### config.mk
export PLATFORM = sky130hd
export DESIGN_NAME = char_overlay
export DESIGN_NICKNAME = d
export VERILOG_FILES = /design/src/rtl/char_overlay_pkg.sv /design/src/rtl/char_overlay_txtbuf.sv /design/src/rtl/char_overlay.sv
export SDC_FILE = /design/constraint.sdc
export NUM_CORES = 2
export LEC_CHECK = 0
export BUFFER_PORTS_ARGS = -buffer_cell sky130_fd_sc_hd__buf_4
export CAP_MARGIN = 20
export CORE_MARGIN = 2
export CORE_UTILIZATION = 45
export DETAILED_ROUTE_END_ITERATION = 16
export GPL_TIMING_DRIVEN = 0
export PLACE_DENSITY_LB_ADDON = 0.15
export SLEW_MARGIN = 30
export SYNTH_ARGS = -nofsm -noshare
export SYNTH_HDL_FRONTEND = slang
export SYNTH_SLANG_ARGS = --single-unit
### constraint.sdc
create_clock -name clk -period 2.5 [get_ports clk]
set_input_delay 0.125 -clock clk [delete_from_list [all_inputs] [get_ports clk]]
set_output_delay 0.125 -clock clk [all_outputs]
set_load 0.05 [all_outputs]
### src/rtl/char_overlay_pkg.sv
// Shared widths, pixel side-band record and glyph helper for the char_overlay text overlay.
package char_overlay_pkg;

    localparam int GLYPH_W   = 16;
    localparam int GLYPH_H   = 16;
    localparam int CODE_W    = 9;
    localparam int COORD_W   = 11;
    localparam int ROM_AW    = 13;
    localparam int ROM_DW    = 16;
    localparam int TXT_DEPTH = 128;
    localparam int TXT_AW    = 7;

    typedef logic [15:0] rgb565_t;

    typedef struct packed {
        logic    de;
        logic    hs;
        logic    vs;
        logic    in_box;
        logic [3:0] gx;
        rgb565_t rgb;
    } pix_side_t;

    // Bit 15 of a glyph row is the leftmost pixel, so column gx maps to bit 15-gx.
    function automatic logic glyph_bit(input logic [ROM_DW-1:0] row, input logic [3:0] gx);
        return row[4'(ROM_DW-1) - gx];
    endfunction

endpackage

### src/rtl/char_overlay_txtbuf.sv
// char_overlay_txtbuf: 128x9 character-code register file, synchronous write and clear,
// asynchronous read so a same-cycle write is only visible on the following cycle.
module char_overlay_txtbuf
    import char_overlay_pkg::*;
#(
    parameter int DEPTH = TXT_DEPTH
)(
    input  logic              clk,
    input  logic              rst,
    input  logic              i_we,
    input  logic [TXT_AW-1:0] i_waddr,
    input  logic [CODE_W-1:0] i_wdata,
    input  logic [TXT_AW-1:0] i_raddr,
    output logic [CODE_W-1:0] o_rdata
);

    logic [CODE_W-1:0] r_mem [TXT_DEPTH];

    // Cells beyond the configured box are never displayed, so writes to them are dropped.
    always_ff @(posedge clk) begin
        if (rst) begin
            for (int i = 0; i < TXT_DEPTH; i++) begin
                r_mem[i] <= '0;
            end
        end else if (i_we && (int'(i_waddr) < DEPTH)) begin
            r_mem[i_waddr] <= i_wdata;
        end
    end

    assign o_rdata = r_mem[i_raddr];

endmodule

### src/rtl/char_overlay.sv
// char_overlay: text-box overlay on an RGB565 pixel stream using an external glyph ROM.
// Build option: define CHAR_OVERLAY_BG_EN for an opaque box painted with BG_COLOR.
module char_overlay
    import char_overlay_pkg::*;
#(
    parameter int      TEXT_X0  = 16,
    parameter int      TEXT_Y0  = 16,
    parameter int      COLS     = 32,
    parameter int      ROWS     = 4,
    parameter rgb565_t FG_COLOR = 16'hFFFF,
    parameter rgb565_t BG_COLOR = 16'h0000
)(
    input  logic               clk,
    input  logic               rst,
    input  logic               in_de,
    input  logic               in_hs,
    input  logic               in_vs,
    input  logic [COORD_W-1:0] in_x,
    input  logic [COORD_W-1:0] in_y,
    input  rgb565_t            in_rgb,
    input  logic               txt_we,
    input  logic [TXT_AW-1:0]  txt_waddr,
    input  logic [CODE_W-1:0]  txt_wdata,
    output logic [ROM_AW-1:0]  rom_addr,
    input  logic [ROM_DW-1:0]  rom_data,
    output logic               out_de,
    output logic               out_hs,
    output logic               out_vs,
    output rgb565_t            out_rgb
);

`ifdef CHAR_OVERLAY_BG_EN
    localparam bit BG_EN = 1'b1;
`else
    localparam bit BG_EN = 1'b0;
`endif

    localparam int X_END = TEXT_X0 + GLYPH_W * COLS;
    localparam int Y_END = TEXT_Y0 + GLYPH_H * ROWS;
    localparam int CELLS = COLS * ROWS;

    logic               r_inDe;
    logic               r_inHs;
    logic               r_inVs;
    logic [COORD_W-1:0] r_inX;
    logic [COORD_W-1:0] r_inY;
    rgb565_t            r_inRgb;

    logic [COORD_W-1:0] w_offX;
    logic [COORD_W-1:0] w_offY;
    logic               w_inBox;
    logic [TXT_AW-1:0]  w_cell;
    pix_side_t          w_s1Next;

    pix_side_t          r_s1Side;
    logic [TXT_AW-1:0]  r_s1Cell;
    logic [3:0]         r_s1Gy;

    logic [CODE_W-1:0]  w_code;
    pix_side_t          r_s2Side;
    logic [ROM_AW-1:0]  r_romAddr;

    pix_side_t          r_s3Side;
    logic               w_glyphBit;
    rgb565_t            w_outRgb;

    logic               r_outDe;
    logic               r_outHs;
    logic               r_outVs;
    rgb565_t            r_outRgb;

    always_ff @(posedge clk) begin
        if (rst) begin
            r_inDe  <= 1'b0;
            r_inHs  <= 1'b0;
            r_inVs  <= 1'b0;
            r_inX   <= '0;
            r_inY   <= '0;
            r_inRgb <= '0;
        end else begin
            r_inDe  <= in_de;
            r_inHs  <= in_hs;
            r_inVs  <= in_vs;
            r_inX   <= in_x;
            r_inY   <= in_y;
            r_inRgb <= in_rgb;
        end
    end

    // Range checks happen on the raw coordinates, so offsets below the box origin never wrap in.
    assign w_offX  = r_inX - COORD_W'(TEXT_X0);
    assign w_offY  = r_inY - COORD_W'(TEXT_Y0);
    assign w_inBox = r_inDe
                     && (int'(r_inX) >= TEXT_X0) && (int'(r_inX) < X_END)
                     && (int'(r_inY) >= TEXT_Y0) && (int'(r_inY) < Y_END);
    assign w_cell  = w_offY[COORD_W-1:4] * TXT_AW'(COLS) + w_offX[COORD_W-1:4];

    assign w_s1Next = '{de: r_inDe, hs: r_inHs, vs: r_inVs, in_box: w_inBox,
                        gx: w_offX[3:0], rgb: r_inRgb};

    always_ff @(posedge clk) begin
        if (rst) begin
            r_s1Side <= '0;
            r_s1Cell <= '0;
            r_s1Gy   <= '0;
        end else begin
            r_s1Side <= w_s1Next;
            r_s1Cell <= w_cell;
            r_s1Gy   <= w_offY[3:0];
        end
    end

    char_overlay_txtbuf #(
        .DEPTH (CELLS)
    ) u_txtbuf (
        .clk     (clk),
        .rst     (rst),
        .i_we    (txt_we),
        .i_waddr (txt_waddr),
        .i_wdata (txt_wdata),
        .i_raddr (r_s1Cell),
        .o_rdata (w_code)
    );

    // Out-of-box pixels leave the ROM address alone; their glyph data is ignored downstream.
    always_ff @(posedge clk) begin
        if (rst) begin
            r_s2Side  <= '0;
            r_romAddr <= '0;
            r_s3Side  <= '0;
        end else begin
            r_s2Side <= r_s1Side;
            r_s3Side <= r_s2Side;
            if (r_s1Side.in_box) begin
                r_romAddr <= {w_code, r_s1Gy};
            end
        end
    end

    assign rom_addr   = r_romAddr;
    assign w_glyphBit = glyph_bit(rom_data, r_s3Side.gx);

    always_comb begin
        w_outRgb = r_s3Side.rgb;
        if (!r_s3Side.de) begin
            w_outRgb = '0;
        end else if (r_s3Side.in_box && w_glyphBit) begin
            w_outRgb = FG_COLOR;
        end else if (r_s3Side.in_box && BG_EN) begin
            w_outRgb = BG_COLOR;
        end
    end

    always_ff @(posedge clk) begin
        if (rst) begin
            r_outDe  <= 1'b0;
            r_outHs  <= 1'b0;
            r_outVs  <= 1'b0;
            r_outRgb <= '0;
        end else begin
            r_outDe  <= r_s3Side.de;
            r_outHs  <= r_s3Side.hs;
            r_outVs  <= r_s3Side.vs;
            r_outRgb <= w_outRgb;
        end
    end

    assign out_de  = r_outDe;
    assign out_hs  = r_outHs;
    assign out_vs  = r_outVs;
    assign out_rgb = r_outRgb;

endmodule

==> load_flow_metrics.sql <==
INSERT INTO impl_metrics (metric_group, metric, value, unit) VALUES
('timing', 'worst_slew_pin_slew', '1.05', 'ns'),
('cts', 'tritoncts', 'yes', ''),
('floorplan', 'initial_utilization', '0.453', ''),
('synthesis', 'ys_dominant_reg_cell', 'edfxtp_1', ''),
('floorplan', 'die-area', '0.131', 'mm^2'),
('grt', 'grt_max_degree', '17', ''),
('worst_setup_path', 'critical_path.startpoint_type', 'flip-flop', ''),
('finish', 'n_fill_cell', '10500', ''),
('synthesis', 'synth.ff_latch_count', '1308', ''),
('timing', 'timing.fmax', '340', 'MHz'),
('floorplan', 'die_h', '362', 'um'),
('finish', 'finalNetCount', '4225', ''),
('drt', 'initialDrtViolationCount', '4900', ''),
('synthesis', 'synth.avg_cell_area', '15.2', 'um^2'),
('cts', 'tritoncts_num_sinks', '1308', ''),
('cts', 'clk_pin_slew', '0.06', 'ns'),
('power_and_ir_drop', 'p_sw', '0.0130', 'W'),
('worst_setup_path', 'worst_setup_path_type', 'flip-flop to flip-flop', ''),
('cts', 'cts_max_path_buffers', '3', ''),
('power_and_ir_drop', 'max-vdd-ir-drop', '0.704', 'mV'),
('timing', 'setup_total_negative_slack', '-3.28', 'ns'),
('synthesis', 'netlist_instances', '3799', ''),
('power_and_ir_drop', 'power_frac_comb', '0.106', ''),
('grt', 'grt-ovfl-total', '0', ''),
('synthesis', 'yosys.area.top_type_share', '0.598', ''),
('power_and_ir_drop', 'clockPowerShare', '0.413', ''),
('synthesis', 'yosys.cell_types.count', '48', ''),
('timing', 'hold_violations_final', '0', ''),
('worst_setup_path', 'biggest_fanout_along_the_worst_timing_path', '10', ''),
('floorplan', 'die_x', '362', 'um'),
('drt', 'num_vias', '35200', ''),
('drt', 'avgViaCountPerCell', '5.93', ''),
('grt', 'grt_pass1_wl', '266000', 'um'),
('placed_design', 'place_hpwl', '135000', 'um'),
('timing', 'fin_clk_skew', '0.0319', 'ns'),
('run_status', 'status', 'finished, violations left', ''),
('worst_hold_path', 'hold_class', 'primary input to flip-flop', ''),
('power_and_ir_drop', 'p_per_area', '763', 'mW/mm^2'),
('synthesis', 'synth-warning-count', '0', ''),
('worst_setup_path', 'cp_data_arrival_time', '3.56', 'ns'),
('floorplan', 'num_io_pins', '108', ''),
('power_and_ir_drop', 'design_power_total', '0.0521', 'W'),
('finish', 'syn_to_final_growth', '18.2', '%'),
('drt', 'route.detailed.drc', '0', ''),
('grt', 'grt_use_total', '0.294', ''),
('cts', 'cts_root_buffer', 'clkbuf_16', ''),
('timing', 'final-max-slew-violation-count', '0', ''),
('synthesis', 'fraction_of_synthesis_flops_using_an_asynchronous_set_or_reset_pin', '0', ''),
('timing', 'timing.final.ws_setup', '-0.439', 'ns'),
('power_and_ir_drop', 'total_leakage_power', '23.7', 'nW'),
('finish', 'post_route_cells_drive_above_1_share', '0.257', ''),
('timing', 'hold_ws', '0.0439', 'ns'),
('cts', 'insertion_delay', '0.79', 'ns'),
('floorplan', 'floorplan.rows', '131', ''),
('power_and_ir_drop', 'sw_frac_of_total', '0.250', ''),
('cts', 'htree_levels', '4', ''),
('job', 'max_cap_violations', '0', ''),
('grt', 'grt_antenna_before_repair', '29', ''),
('run_status', 'violations_in_the_final_reports', 'setup timing', ''),
('drt', 'totalWireLength', '195000', 'um'),
('floorplan', 'floorplan.core_area', '0.128', 'mm^2'),
('synthesis', 'synth_edf_count', '1152', ''),
('worst_setup_path', 'critPathCaptureType', 'flip-flop', ''),
('cts', 'tritoncts.num_buffers', '143', ''),
('timing', 'layout_min_cycle_time', '2.94', 'ns'),
('drt', 'drtPass1Iterations', '6', ''),
('power_and_ir_drop', 'cellInternalPower', '0.0391', 'W'),
('synthesis', 'ys_seq_area_frac', '0.652', ''),
('timing', 'finalSetupViolCount', '33', ''),
('placed_design', 'io_buffer_count', '95', ''),
('synthesis', 'netlist_area', '0.0578', 'mm^2'),
('worst_setup_path', 'required', '3.12', 'ns'),
('drt', 'antenna_left', '0', ''),
('timing', 'worst_slew_margin_rel', '0.299', ''),
('timing', 'rsz_0062_raised_after_global_routing', 'yes', ''),
('synthesis', 'synth_fp_nets', '3879', ''),
('synthesis', 'yosys-top-cells-area', 'edfxtp_1 60%, and2_1 13%, mux4_2 11%, dfxtp_1 5.4%, nor2b_1 1.4%', ''),
('synthesis', 'post-synth-top-area-cell', 'edfxtp_1', ''),
('grt', 'number_of_global_route_vias_before_repair', '34300', ''),
('drt', 'routedWlPerCell', '32.8', 'um'),
('power_and_ir_drop', 'pwr-share-seq', '0.481', ''),
('timing', 'min_period_over_period', '1.18', ''),
('placed_design', 'gp_routability_congestion', '0.955', '');
-- path summary, 6_finish.rpt --
| path | startpoint | to | slack [ns] | depth (start not counted) |
|---|---|---|---|---|
| worst max register to register | r_s1Cell[1] | rom_addr[4] | -0.44 | 9 |
| worst min register to register | r_s2Side[6] | r_s3Side[6] | 0.43 | 1 |
| worst max-delay path | r_s1Cell[1] | rom_addr[4] | -0.44 | 9 |
| worst min-delay path | txt_wdata[2] | u_txtbuf.r_mem[51][2] | 0.04 | 2 |
-- stage by stage --
stage	cells	worst slack, ns	util	area (um^2)
after floorplan	3799	0.275	-	57800
final	5940	-0.439	0.536	68400
after CTS	5901	-0.347	0.530	67600
after global placement	5556	-1.98	0.475	60600
after global routing	5930	-0.408	0.536	68300
after detailed placement	5570	-2.03	0.478	61000
-- critical path: stages, from the launching register on --
cell	delay [ns]
dfxtp_4	0.45
buf_8	0.22
buf_12	0.20
buf_8	0.24
buf_6	0.26
mux4_2	0.36
mux2i_4	0.21
o22ai_2	0.19
nor4_4	0.45
nor4_1	0.13
-- sequential cells by signal, indices dropped and copies added (netlist names) --
name	cells
out_de	1
out_hs	1
out_rgb	16
out_vs	1
r_inDe	1
r_inHs	1
r_inRgb	16
r_inVs	1
r_inX	11
r_inY	11
r_s1Cell	7
r_s1Gy	4
r_s1Side	24
r_s2Side	24
r_s3Side	24
rom_addr	13
u_txtbuf.r_mem	1152
-- synth_stat cells (23+ instances only) --
cell type / number
and2_1: 1166
mux2i_1: 32
nand2_1: 34
mux4_2: 278
or2_2: 128
dfxtp_1: 156
edfxtp_1: 1152
buf_4: 24
o22ai_1: 25
clkbuf_1: 185
nor2b_1: 131
a22oi_1: 75
nor2_1: 145
nor3_1: 23
buf_2: 37
-- layout by cell type, fill, tap and decap left out, types with 46 or more instances in the layout --
cell type      instances
dfxtp_1              154
nor2b_1              129
dlygate4sd3_1         46
nor2_1                96
and2_1              1166
a22oi_1               46
nor2_2                54
clkbuf_1             162
mux4_2               289
edfxtp_1            1152
or2_2                128
clkbuf_16            147
buf_4                140
-- routing by layer --
metal	wire length [um]	vias to the layer above	global-route usage
met4	7880	18	0.115
met3	22000	387	0.0833
li1	-	14600	-
met5	277	-	0
met2	87200	1959	0.443
met1	77400	18300	0.406
-- power by group through the flow --
stage,clock (W),sequential (W),combinational [W]
4_1_cts,0.0216,0.0251,0.00517
3_3_place_gp,0,0.0255,0.00458
6_report,0.0215,0.0251,0.00552
3_5_place_dp,0,0.0255,0.00464
5_1_grt,0.0225,0.0252,0.00558
2_1_floorplan,0,0.0254,0.00258
-- kinds of logic (layout without fill, tap and decap cells) --
group / count (synthesis) / in the layout / synth area share
simple gates: 1691 / 1691 / 0.175
xor+xnor: 7 / 7 / 0.00106
other cells: 0 / 15 / 0
fa+ha+maj: 4 / 4 / 0.000866
mux: 343 / 343 / 0.126
compound gates: 168 / 168 / 0.0208
buf+inv: 278 / 742 / 0.0240
flops: 1308 / 1308 / 0.652
-- repair_timing --
| action | 4_1_cts | 5_1_grt |
|---|---|---|
| endpoints found under the setup margin | 271 | 298 |
| gates cloned | 3 | 3 |
| buffers inserted | 21 | 23 |
| resized for setup | 277 | 97 |
| hold buffers | 46 | 0 |
| pin swaps | 25 | 23 |
| hold endpoints to repair | 74 | 0 |
-- final cells by class --
| type | instances | area [um^2] | area share |
|---|---|---|---|
| clock inverters | 86 | 913 | 0.0134 |
| repair buffers | 204 | 2120 | 0.0311 |
| diodes | 15 | 37.5 | 0.000549 |
| well taps | 1662 | 2080 | 0.0304 |
| plain buffers | 269 | 2050 | 0.0299 |
| multi-input cells | 2213 | 19600 | 0.286 |
| flip-flops and latches | 1308 | 37700 | 0.552 |
| clock buffers | 177 | 3840 | 0.0562 |
| inverters | 6 | 22.5 | 0.000329 |
(Power assumes the default switching activity.)
